$ cat config.mk
export PLATFORM = sky130hd
export DESIGN_NAME = vram_console_flat
export DESIGN_NICKNAME = d
export VERILOG_FILES = /design/src/rtl/vram_console_pkg.sv /design/src/rtl/vram_console_if.sv /design/src/rtl/vram_console.sv /design/src/flat_wrapper.sv
export SDC_FILE = /design/constraint.sdc
export NUM_CORES = 1
export LEC_CHECK = 0
export BUFFER_PORTS_ARGS = -buffer_cell sky130_fd_sc_hd__buf_2
export CORE_MARGIN = 2
export CORE_UTILIZATION = 61
export CTS_CLUSTER_SIZE = 10
export DETAILED_ROUTE_END_ITERATION = 16
export PLACE_DENSITY = 0.86
export SLEW_MARGIN = 40
export SYNTH_ARGS = -nofsm -noshare
export SYNTH_HDL_FRONTEND = slang
export SYNTH_SLANG_ARGS = --single-unit
export TNS_END_PERCENT = 50
$ cat constraint.sdc
create_clock -name I_clock -period 6.9 [get_ports I_clock]
set_clock_uncertainty 0.05 [all_clocks]
set_input_delay 1.725 -clock I_clock [delete_from_list [all_inputs] [get_ports I_clock]]
set_output_delay 1.725 -clock I_clock [all_outputs]
set_load 0.02 [all_outputs]
$ cat src/rtl/vram_console_pkg.sv
// Shared definitions for the VRAM text console.
//   - Default geometry of the tile index map (base address, columns, rows)
//   - Tile index used to blank the map
//   - Default VRAM read latency used by the scroll path
//   - Control-code constants understood by the console
//   - Console FSM state enumeration
// Optional feature: VRAM_CONSOLE_SCROLL_EN (see vram_console.sv).
package vram_console_pkg;

    localparam logic [15:0] C_index_base = 16'h4800;
    localparam int          C_cols       = 32;
    localparam int          C_rows       = 30;
    localparam logic [7:0]  C_fill       = 8'h20;
    localparam int          C_rd_lat     = 2;

    localparam logic [7:0]  C_chr_bs     = 8'h08;
    localparam logic [7:0]  C_chr_lf     = 8'h0A;
    localparam logic [7:0]  C_chr_ff     = 8'h0C;
    localparam logic [7:0]  C_chr_cr     = 8'h0D;

    typedef enum logic [2:0] {
        ST_CLEAR       = 3'd0,
        ST_IDLE        = 3'd1,
        ST_WRITE       = 3'd2,
        ST_CLEAR_ROW   = 3'd3,
        ST_SCROLL_RD   = 3'd4,
        ST_SCROLL_WAIT = 3'd5,
        ST_SCROLL_WR   = 3'd6
    } console_state_t;

    // Every byte that is not one of the four control codes is a tile index.
    function automatic logic is_control(input logic [7:0] b);
        return (b == C_chr_bs) || (b == C_chr_lf) ||
               (b == C_chr_ff) || (b == C_chr_cr);
    endfunction

endpackage

$ cat src/rtl/vram_console_if.sv
// Byte-stream and VRAM-port bundle of the console.
//   I_char_valid / I_char_data / O_char_ready : byte handshake from the source
//   O_mem_addr / O_mem_data / O_mem_write     : VRAM write port (address also used for reads)
//   I_mem_data                                : VRAM read data (scroll only)
// modport master : the console itself
// modport slave  : the byte source plus the VRAM it shares
interface vram_console_if;
    logic        I_char_valid;
    logic [7:0]  I_char_data;
    logic        O_char_ready;
    logic [15:0] O_mem_addr;
    logic [7:0]  O_mem_data;
    logic        O_mem_write;
    logic [7:0]  I_mem_data;

    modport master (
        input  I_char_valid, I_char_data, I_mem_data,
        output O_char_ready, O_mem_addr, O_mem_data, O_mem_write
    );

    modport slave (
        output I_char_valid, I_char_data, I_mem_data,
        input  O_char_ready, O_mem_addr, O_mem_data, O_mem_write
    );
endinterface

$ cat src/rtl/vram_console.sv
// Character-stream writer for the tile index map read by the tile scanout.
// Bytes arrive on a valid/ready handshake and become tile-index writes at a
// text cursor; BS, LF, CR and FF are interpreted, and the map is cleared,
// wrapped or scrolled as the cursor runs off its last row.
// Ports:
//   I_clock      system clock
//   I_reset      asynchronous reset, active low (restarts a full clear)
//   bus          vram_console_if.master: byte handshake + VRAM port
//   O_busy       high whenever the FSM is not idle
//   O_cursor_x   cursor column, O_cursor_y cursor row (post-update)
// Optional feature VRAM_CONSOLE_SCROLL_EN: when defined, a line feed on the
// last row scrolls the map up by one row (read/copy through the VRAM port)
// and blanks the last row; when undefined the cursor wraps to row 0 and
// only that row is blanked. P_rd_lat must be at least 1.
module vram_console
    import vram_console_pkg::*;
#(
    parameter logic [15:0] P_index_base = C_index_base,
    parameter int          P_cols       = C_cols,
    parameter int          P_rows       = C_rows,
    parameter logic [7:0]  P_fill       = C_fill,
    parameter int          P_rd_lat     = C_rd_lat
) (
    input  logic           I_clock,
    input  logic           I_reset,
    vram_console_if.master bus,
    output logic           O_busy,
    output logic [4:0]     O_cursor_x,
    output logic [4:0]     O_cursor_y
);

    localparam int         C_tiles = P_cols * P_rows;
    localparam int         CW      = $clog2(C_tiles) + 1;
    localparam logic [4:0] X_LAST  = 5'(P_cols - 1);
    localparam logic [4:0] Y_LAST  = 5'(P_rows - 1);

    console_state_t state_reg;
    logic [4:0]     cur_x_reg;
    logic [4:0]     cur_y_reg;
    logic [CW-1:0]  cnt_reg;
    logic [7:0]     char_reg;
    logic [15:0]    addr_reg;
    logic [7:0]     data_reg;
    logic           write_reg;
    logic           ready_reg;
    logic           lf_now;

`ifdef VRAM_CONSOLE_SCROLL_EN
    logic [3:0]     wait_reg;
`else
    logic           unused_mem_data;
    assign unused_mem_data = ^bus.I_mem_data;
`endif

    function automatic logic [15:0] tile_addr(input logic [4:0] y, input logic [4:0] x);
        return P_index_base + 16'(y) * 16'(P_cols) + 16'(x);
    endfunction

    // A line feed happens on an explicit LF or when a tile lands in the last column.
    always_comb begin
        lf_now = 1'b0;
        if (char_reg == C_chr_lf)
            lf_now = 1'b1;
        else if (!is_control(char_reg) && cur_x_reg == X_LAST)
            lf_now = 1'b1;
    end

    always_ff @(posedge I_clock or negedge I_reset) begin
        if (!I_reset) begin
            state_reg <= ST_CLEAR;
            cur_x_reg <= '0;
            cur_y_reg <= '0;
            cnt_reg   <= '0;
            char_reg  <= '0;
            addr_reg  <= P_index_base;
            data_reg  <= P_fill;
            write_reg <= 1'b0;
            ready_reg <= 1'b0;
`ifdef VRAM_CONSOLE_SCROLL_EN
            wait_reg  <= '0;
`endif
        end else begin
            write_reg <= 1'b0;
            case (state_reg)
                ST_CLEAR: begin
                    write_reg <= 1'b1;
                    addr_reg  <= P_index_base + 16'(cnt_reg);
                    data_reg  <= P_fill;
                    if (cnt_reg == CW'(C_tiles - 1)) begin
                        cnt_reg   <= '0;
                        ready_reg <= 1'b1;
                        state_reg <= ST_IDLE;
                    end else begin
                        cnt_reg <= cnt_reg + 1'b1;
                    end
                end

                ST_IDLE: begin
                    if (bus.I_char_valid && ready_reg) begin
                        char_reg  <= bus.I_char_data;
                        ready_reg <= 1'b0;
                        state_reg <= ST_WRITE;
                    end
                end

                ST_WRITE: begin
                    // Plain bytes return to IDLE; the branches below override this.
                    ready_reg <= 1'b1;
                    state_reg <= ST_IDLE;
                    case (char_reg)
                        C_chr_bs: begin
                            if (cur_x_reg != 5'd0) begin
                                cur_x_reg <= cur_x_reg - 5'd1;
                                write_reg <= 1'b1;
                                addr_reg  <= tile_addr(cur_y_reg, cur_x_reg - 5'd1);
                                data_reg  <= P_fill;
                            end
                        end
                        C_chr_cr, C_chr_lf: begin
                            cur_x_reg <= '0;
                        end
                        C_chr_ff: begin
                            cur_x_reg <= '0;
                            cur_y_reg <= '0;
                            cnt_reg   <= '0;
                            ready_reg <= 1'b0;
                            state_reg <= ST_CLEAR;
                        end
                        default: begin
                            write_reg <= 1'b1;
                            addr_reg  <= tile_addr(cur_y_reg, cur_x_reg);
                            data_reg  <= char_reg;
                            cur_x_reg <= (cur_x_reg == X_LAST) ? 5'd0 : cur_x_reg + 5'd1;
                        end
                    endcase
                    if (lf_now) begin
                        if (cur_y_reg != Y_LAST) begin
                            cur_y_reg <= cur_y_reg + 5'd1;
                        end else begin
                            ready_reg <= 1'b0;
`ifdef VRAM_CONSOLE_SCROLL_EN
                            // Copy tiles P_cols..end one row up, then blank the last row.
                            cnt_reg   <= CW'(P_cols);
                            state_reg <= ST_SCROLL_RD;
`else
                            cnt_reg   <= '0;
                            cur_y_reg <= '0;
                            state_reg <= ST_CLEAR_ROW;
`endif
                        end
                    end
                end

                ST_CLEAR_ROW: begin
                    write_reg <= 1'b1;
                    addr_reg  <= tile_addr(cur_y_reg, 5'(cnt_reg));
                    data_reg  <= P_fill;
                    if (cnt_reg == CW'(P_cols - 1)) begin
                        cnt_reg   <= '0;
                        ready_reg <= 1'b1;
                        state_reg <= ST_IDLE;
                    end else begin
                        cnt_reg <= cnt_reg + 1'b1;
                    end
                end

`ifdef VRAM_CONSOLE_SCROLL_EN
                ST_SCROLL_RD: begin
                    addr_reg  <= P_index_base + 16'(cnt_reg);
                    wait_reg  <= '0;
                    state_reg <= ST_SCROLL_WAIT;
                end

                // Address is held here; read data is sampled P_rd_lat edges after it appeared.
                ST_SCROLL_WAIT: begin
                    if (wait_reg == 4'(P_rd_lat - 1)) begin
                        data_reg  <= bus.I_mem_data;
                        state_reg <= ST_SCROLL_WR;
                    end else begin
                        wait_reg <= wait_reg + 4'd1;
                    end
                end

                ST_SCROLL_WR: begin
                    write_reg <= 1'b1;
                    addr_reg  <= P_index_base + 16'(cnt_reg) - 16'(P_cols);
                    if (cnt_reg == CW'(C_tiles - 1)) begin
                        cnt_reg   <= '0;
                        state_reg <= ST_CLEAR_ROW;
                    end else begin
                        cnt_reg   <= cnt_reg + 1'b1;
                        state_reg <= ST_SCROLL_RD;
                    end
                end
`endif

                default: begin
                    cnt_reg   <= '0;
                    ready_reg <= 1'b0;
                    state_reg <= ST_CLEAR;
                end
            endcase
        end
    end

    assign bus.O_char_ready = ready_reg;
    assign bus.O_mem_addr   = addr_reg;
    assign bus.O_mem_data   = data_reg;
    assign bus.O_mem_write  = write_reg;
    assign O_busy           = (state_reg != ST_IDLE);
    assign O_cursor_x       = cur_x_reg;
    assign O_cursor_y       = cur_y_reg;

endmodule

$ cat src/flat_wrapper.sv
// flat-port wrapper written by rule: the top's interface ports become plain ports
module vram_console_flat import vram_console_pkg::*;
#(
    parameter logic [15:0] P_index_base = C_index_base,
    parameter int          P_cols       = C_cols,
    parameter int          P_rows       = C_rows,
    parameter logic [7:0]  P_fill       = C_fill,
    parameter int          P_rd_lat     = C_rd_lat
)
  (I_clock, I_reset, O_busy, O_cursor_x, O_cursor_y, bus_I_char_valid, bus_I_char_data, bus_I_mem_data, bus_O_char_ready, bus_O_mem_addr, bus_O_mem_data, bus_O_mem_write);
  vram_console_if bus_i ();
  input  logic I_clock;
  input  logic I_reset;
  output logic O_busy;
  output logic [4:0] O_cursor_x;
  output logic [4:0] O_cursor_y;
  input wire logic [$bits(bus_i.I_char_valid)-1:0] bus_I_char_valid;
  input wire logic [$bits(bus_i.I_char_data)-1:0] bus_I_char_data;
  input wire logic [$bits(bus_i.I_mem_data)-1:0] bus_I_mem_data;
  output wire logic [$bits(bus_i.O_char_ready)-1:0] bus_O_char_ready;
  output wire logic [$bits(bus_i.O_mem_addr)-1:0] bus_O_mem_addr;
  output wire logic [$bits(bus_i.O_mem_data)-1:0] bus_O_mem_data;
  output wire logic [$bits(bus_i.O_mem_write)-1:0] bus_O_mem_write;
  assign bus_i.I_char_valid = bus_I_char_valid;
  assign bus_i.I_char_data = bus_I_char_data;
  assign bus_i.I_mem_data = bus_I_mem_data;
  assign bus_O_char_ready = bus_i.O_char_ready;
  assign bus_O_mem_addr = bus_i.O_mem_addr;
  assign bus_O_mem_data = bus_i.O_mem_data;
  assign bus_O_mem_write = bus_i.O_mem_write;
  vram_console #(.P_index_base(P_index_base), .P_cols(P_cols), .P_rows(P_rows), .P_fill(P_fill), .P_rd_lat(P_rd_lat)) u_core (.I_clock(I_clock), .I_reset(I_reset), .bus(bus_i), .O_busy(O_busy), .O_cursor_x(O_cursor_x), .O_cursor_y(O_cursor_y));
endmodule
==> Word level (Yosys, flattened, before mapping) <==
Cells that the tools add are included.
W data, S select, Z words.
{ "word_totals": {"reg_bits": 58, "input_bits": 19, "out_inout_bits": 37, "elab_cells": 92} }
{ "classes": {"n_addsub": 9, "eq_ne": 18, "mux": 37, "n_reduce_logical": 19} }
{ "ops": {"columns": ["cell", "n"], "rows": [
  ["$mux W11", 5],
  ["$add A16 B5 Y16", 3],
  ["$pmux W16 S3", 1],
  ["$pmux W11 S4", 1],
  ["$eq A8 B4 Y1 const B", 4],
  ["$pmux W16 S2", 1],
  ["$pmux W8 S2", 2],
  ["$mux W5", 5],
  ["$add A15 B10 Y16 const A", 1],
  ["$add A15 B11 Y16 const A", 1],
  ["$mux W16", 1],
  ["$mux W3", 4],
  ["$pmux W3 S4", 1],
  ["$add A11 B1 Y11 const B", 1],
  ["$eq A11 B10 Y1 const B", 1],
  ["$eq A11 B5 Y1 const B", 1],
  ["$add A5 B1 Y5 const B", 2],
  ["$mux W1", 10],
  ["$pmux W5 S2", 1],
  ["$reduce_and A3 Y1", 3],
  ["$mux W8", 1],
  ["$eq A3 B2 Y1 const B", 2],
  ["$ne A2 B1 Y1 const B", 3],
  ["$reduce_and A2 Y1", 3],
  ["other kinds (19)", 25]
]} }

==> Logic depth before layout (Yosys ltp) <==
{ "logic_depth": {"depth_word": 10, "ltp_mapped": 9, "ltp_nobuf": 8} }

==> Worst setup path after synthesis <==
No wires, ideal clock.
{ "synth_path": {"kind": "register -> output", "startpoint": "reg u_core.state_reg[1]", "endpoint": "out O_busy", "arrival_time_ps": 1078, "required_ps": 5125, "setup_slack_ps": 4047, "stages_incl_launch_ff": 5, "cell_sequence": "dfrtp_1 -> inv_1 -> ha_1 -> clkbuf_1 -> inv_1"} }
{ "synth_via": {"elab_chain_len": 1} }
{ "synth_rtl": {"columns": ["item", "line_no", "source"], "rows": [
  ["from (decl)", "vram_console.sv:37", "console_state_t state_reg;"],
  ["from (signal assigned)", "vram_console.sv:70", "state_reg <= ST_CLEAR;"],
  ["from (signal assigned)", "vram_console.sv:92", "state_reg <= ST_IDLE;"],
  ["from (signal assigned)", "vram_console.sv:102", "state_reg <= ST_WRITE;"],
  ["$ne A3 B1 Y1", "vram_console.sv:210", "assign O_busy = (state_reg != ST_IDLE);"],
  ["to (decl)", "flat_wrapper.sv:14", "output logic O_busy;"]
]} }
Every way passes these cells.

==> Final worst setup path <==
Ends and elaborated chain as after synthesis.

==> run metrics <==
total non-filler cell area in the finished layout=3530 um^2; Hold Path Class=flop to flop; top fanout value on the critical path=28; RePlAce Congestion=0.941; total negative slack for setup checks=0 ns; synth-to-layout area growth=10.8%; data required time at the worst endpoint=5.12 ns; portion of the post-synthesis area used by sequential elements=0.409; clock tree from TritonCTS=yes; #FFs+latches synth=52; number of instances in the synthesized netlist=332; Yosys warnings=0; post-cts repair resize count=0; worst hold-check slack=0.449 ns; I/O Buffers=42; maximum operating frequency=287 MHz; pwr dens=152 nW/um^2; kind of end point of the critical path=output port; Worst R2R Path Depth=5; CP most frequent cell=sky130_fd_sc_hd__inv_1; Clock Pin Slew Worst Setup and Hold Paths=0.10 ns; insertion delay to the later sink of the worst-skew pair=0.30 ns; boundary pin count=56; number of global-route vias before repair=2622; horizontal die dimension=76.3 um; minimum clock period=3.49 ns; standard cell area after detailed placement=3410 um^2; Critical Path Sink=O_busy; GR Overflow Total=0; sort of element at the start of the critical path=flop; Total GRT Usage=0.246; cell-by-cell trace of the critical path=inv_1 -> ha_2 -> inv_1 -> buf_2; number of antenna violations at the first check in global routing=0; total setup buffers inserted after CTS=0; net count reported at finish=397; WL final=6920 um; via-per-instance ratio=6.20; number of nets still failing antenna checks after routing=0; average size of a mapped cell=9.60 um^2; maximum number of pins on one net before global-route repair=53; sinks on the clock net=52; end of the worst register-to-register path=u_core.bus.O_mem_addr[8]; buffers from clock root to sink, at most=2; number of max-cap violations=0; setup slack of the most critical reg-to-reg path=4.24 ns; global-route wire length before repair=11800 um; final routed DRC violation total=0; most used cells in the layout excluding fill and tap cells=sky130_fd_sc_hd__dfrtp_1 (51), sky130_fd_sc_hd__buf_2 (42), sky130_fd_sc_hd__nand2_1 (36); setup repair after global routing missed its margin=no; die area=5820 um^2; critical path data arrival time=1.71 ns; die boundary height=76.3 um; largest vdd supply drop=0.148 mV; HPWL reported at the end of detailed placement=4990 um; number of antenna diodes=0; Inserted Clock Buffers=5; flip-flop cell with the highest count after synthesis=sky130_fd_sc_hd__dfrtp_1; Rel. slew slack=0.559; total of endpoints with negative setup slack in the final report=0; number of enable flip-flop cells after synthesis=0; leading cell type in the layout, fill and taps excluded=sky130_fd_sc_hd__dfrtp_1; leakage dissipation=1.66 nW; fin. max-slew vios=0; Largest stage delay, worst path=0.49 ns; starting density of the core=0.628; Netlist cell types=62; cell at the root of the clock tree=sky130_fd_sc_hd__clkbuf_8; Avg WL per Cell=15.9 um; CP max stage cell=sky130_fd_sc_hd__ha_2; drt pass-1 iters=6; core utilization of the finished layout=0.696; worst setup path class=flop to output port; count of final hold-check violations=0; cell row count=26; fraction of layout instances using a drive strength above 1=0.265; number of hold buffers added after CTS=0; Crit Reg-Reg Startpoint=u_core.char_reg[1]; measured slew at the worst slew-check pin=0.661 ns; Critical Path Start=u_core.state_reg[1]; Core ar.=5070 um^2; result of the run=complete, no violations; post-synth design cell area=3190 um^2; drt initial violations=192; H-tree depth reported by CTS=2; ys async rst share=1.00; via total after detailed routing=2702; final period utilization=0.506
-- power by group --
part / leakage, nW / switching, W / internal, W
Sequential: 0.689 / 0 / 0.000305
Clock: 0.0614 / 0.000101 / 0.000119
Combinational: 0.907 / 0.00000891 / 0.00000243
Total: 1.66 / 0.000110 / 0.000426
-- Yosys cell counts, drive strengths merged, types with 8 or more instances --
master / n / area share
a21oi: 8 / 0.014
buf: 12 / 0.022
clkbuf: 9 / 0.011
dfrtp: 51 / 0.40
ha: 13 / 0.051
inv: 17 / 0.020
mux2: 23 / 0.081
nand2: 36 / 0.042
nand3: 11 / 0.017
nor2: 17 / 0.020
nor3: 8 / 0.013
o21ai: 29 / 0.047
o31ai: 9 / 0.023
-- routing by layer --
metal	vias up	global-route usage	share of wire	wire, um
met2	107	0.428	0.52	3570
li1	1274	-	-	-
met4	0	0.0691	0.014	96
met5	-	0	0	0
met1	1305	0.317	0.42	2900
met3	16	0.0403	0.051	354
-- cell type report --
type / count / area (um^2)
repair buffers: 44 / 225
fillers: 405 / 1540
clock buffers: 6 / 82.6
inverters: 17 / 63.8
well taps: 70 / 87.6
multi-input cells: 245 / 1730
clock inverters: 2 / 38.8
flip-flops and latches: 52 / 1300
-- how the worst min path moves through the flow --
stage | startpoint | end | slack, ns | cells after the start
finish | u_core.bus.O_mem_addr[8] | u_core.bus.O_mem_addr[8] | 0.45 | 1
global route | u_core.bus.O_mem_addr[8] | u_core.bus.O_mem_addr[8] | 0.48 | 1
CTS | u_core.bus.O_mem_addr[8] | u_core.bus.O_mem_addr[8] | 0.46 | 1
detailed placement | u_core.bus.O_mem_addr[8] | u_core.bus.O_mem_addr[8] | 0.44 | 1
global placement | u_core.bus.O_mem_addr[8] | u_core.bus.O_mem_addr[8] | 0.41 | 1
floorplan | u_core.cnt_reg[1] | u_core.cnt_reg[1] | 0.46 | 1
-- cell families (layout without fill, tap and decap cells) --
| logic type | after synthesis | in the layout | share of synthesized area |
|---|---|---|---|
| XOR/XNOR | 4 | 4 | 0.0110 |
| other | 2 | 5 | 0.00236 |
| multiplexers | 23 | 23 | 0.0812 |
| flip-flops | 52 | 52 | 0.409 |
| AO/OA/AOI/OAI | 89 | 89 | 0.212 |
| adder cells (fa/ha/maj) | 13 | 13 | 0.0510 |
| AND/OR/NAND/NOR | 111 | 111 | 0.181 |
| buffers and inverters | 38 | 69 | 0.0530 |
-- per-stage QoR --
stage          setup WS, ns  instances  power, W
2_1_floorplan          4.05        335  0.000315
3_3_place_gp           3.50        428  0.000322
3_5_place_dp           3.44        428  0.000322
4_1_cts                3.11        436  0.000541
5_1_grt                3.26        436  0.000554
6_report               3.41        436  0.000535
-- worst max-delay path: cells and delay by family (launching register included) --
family | cells | cell delay, ns
fa+ha+maj | 1 | 0.49
flops | 1 | 0.43
buf+inv | 3 | 0.48
Power figures use the tool's default switching activity.
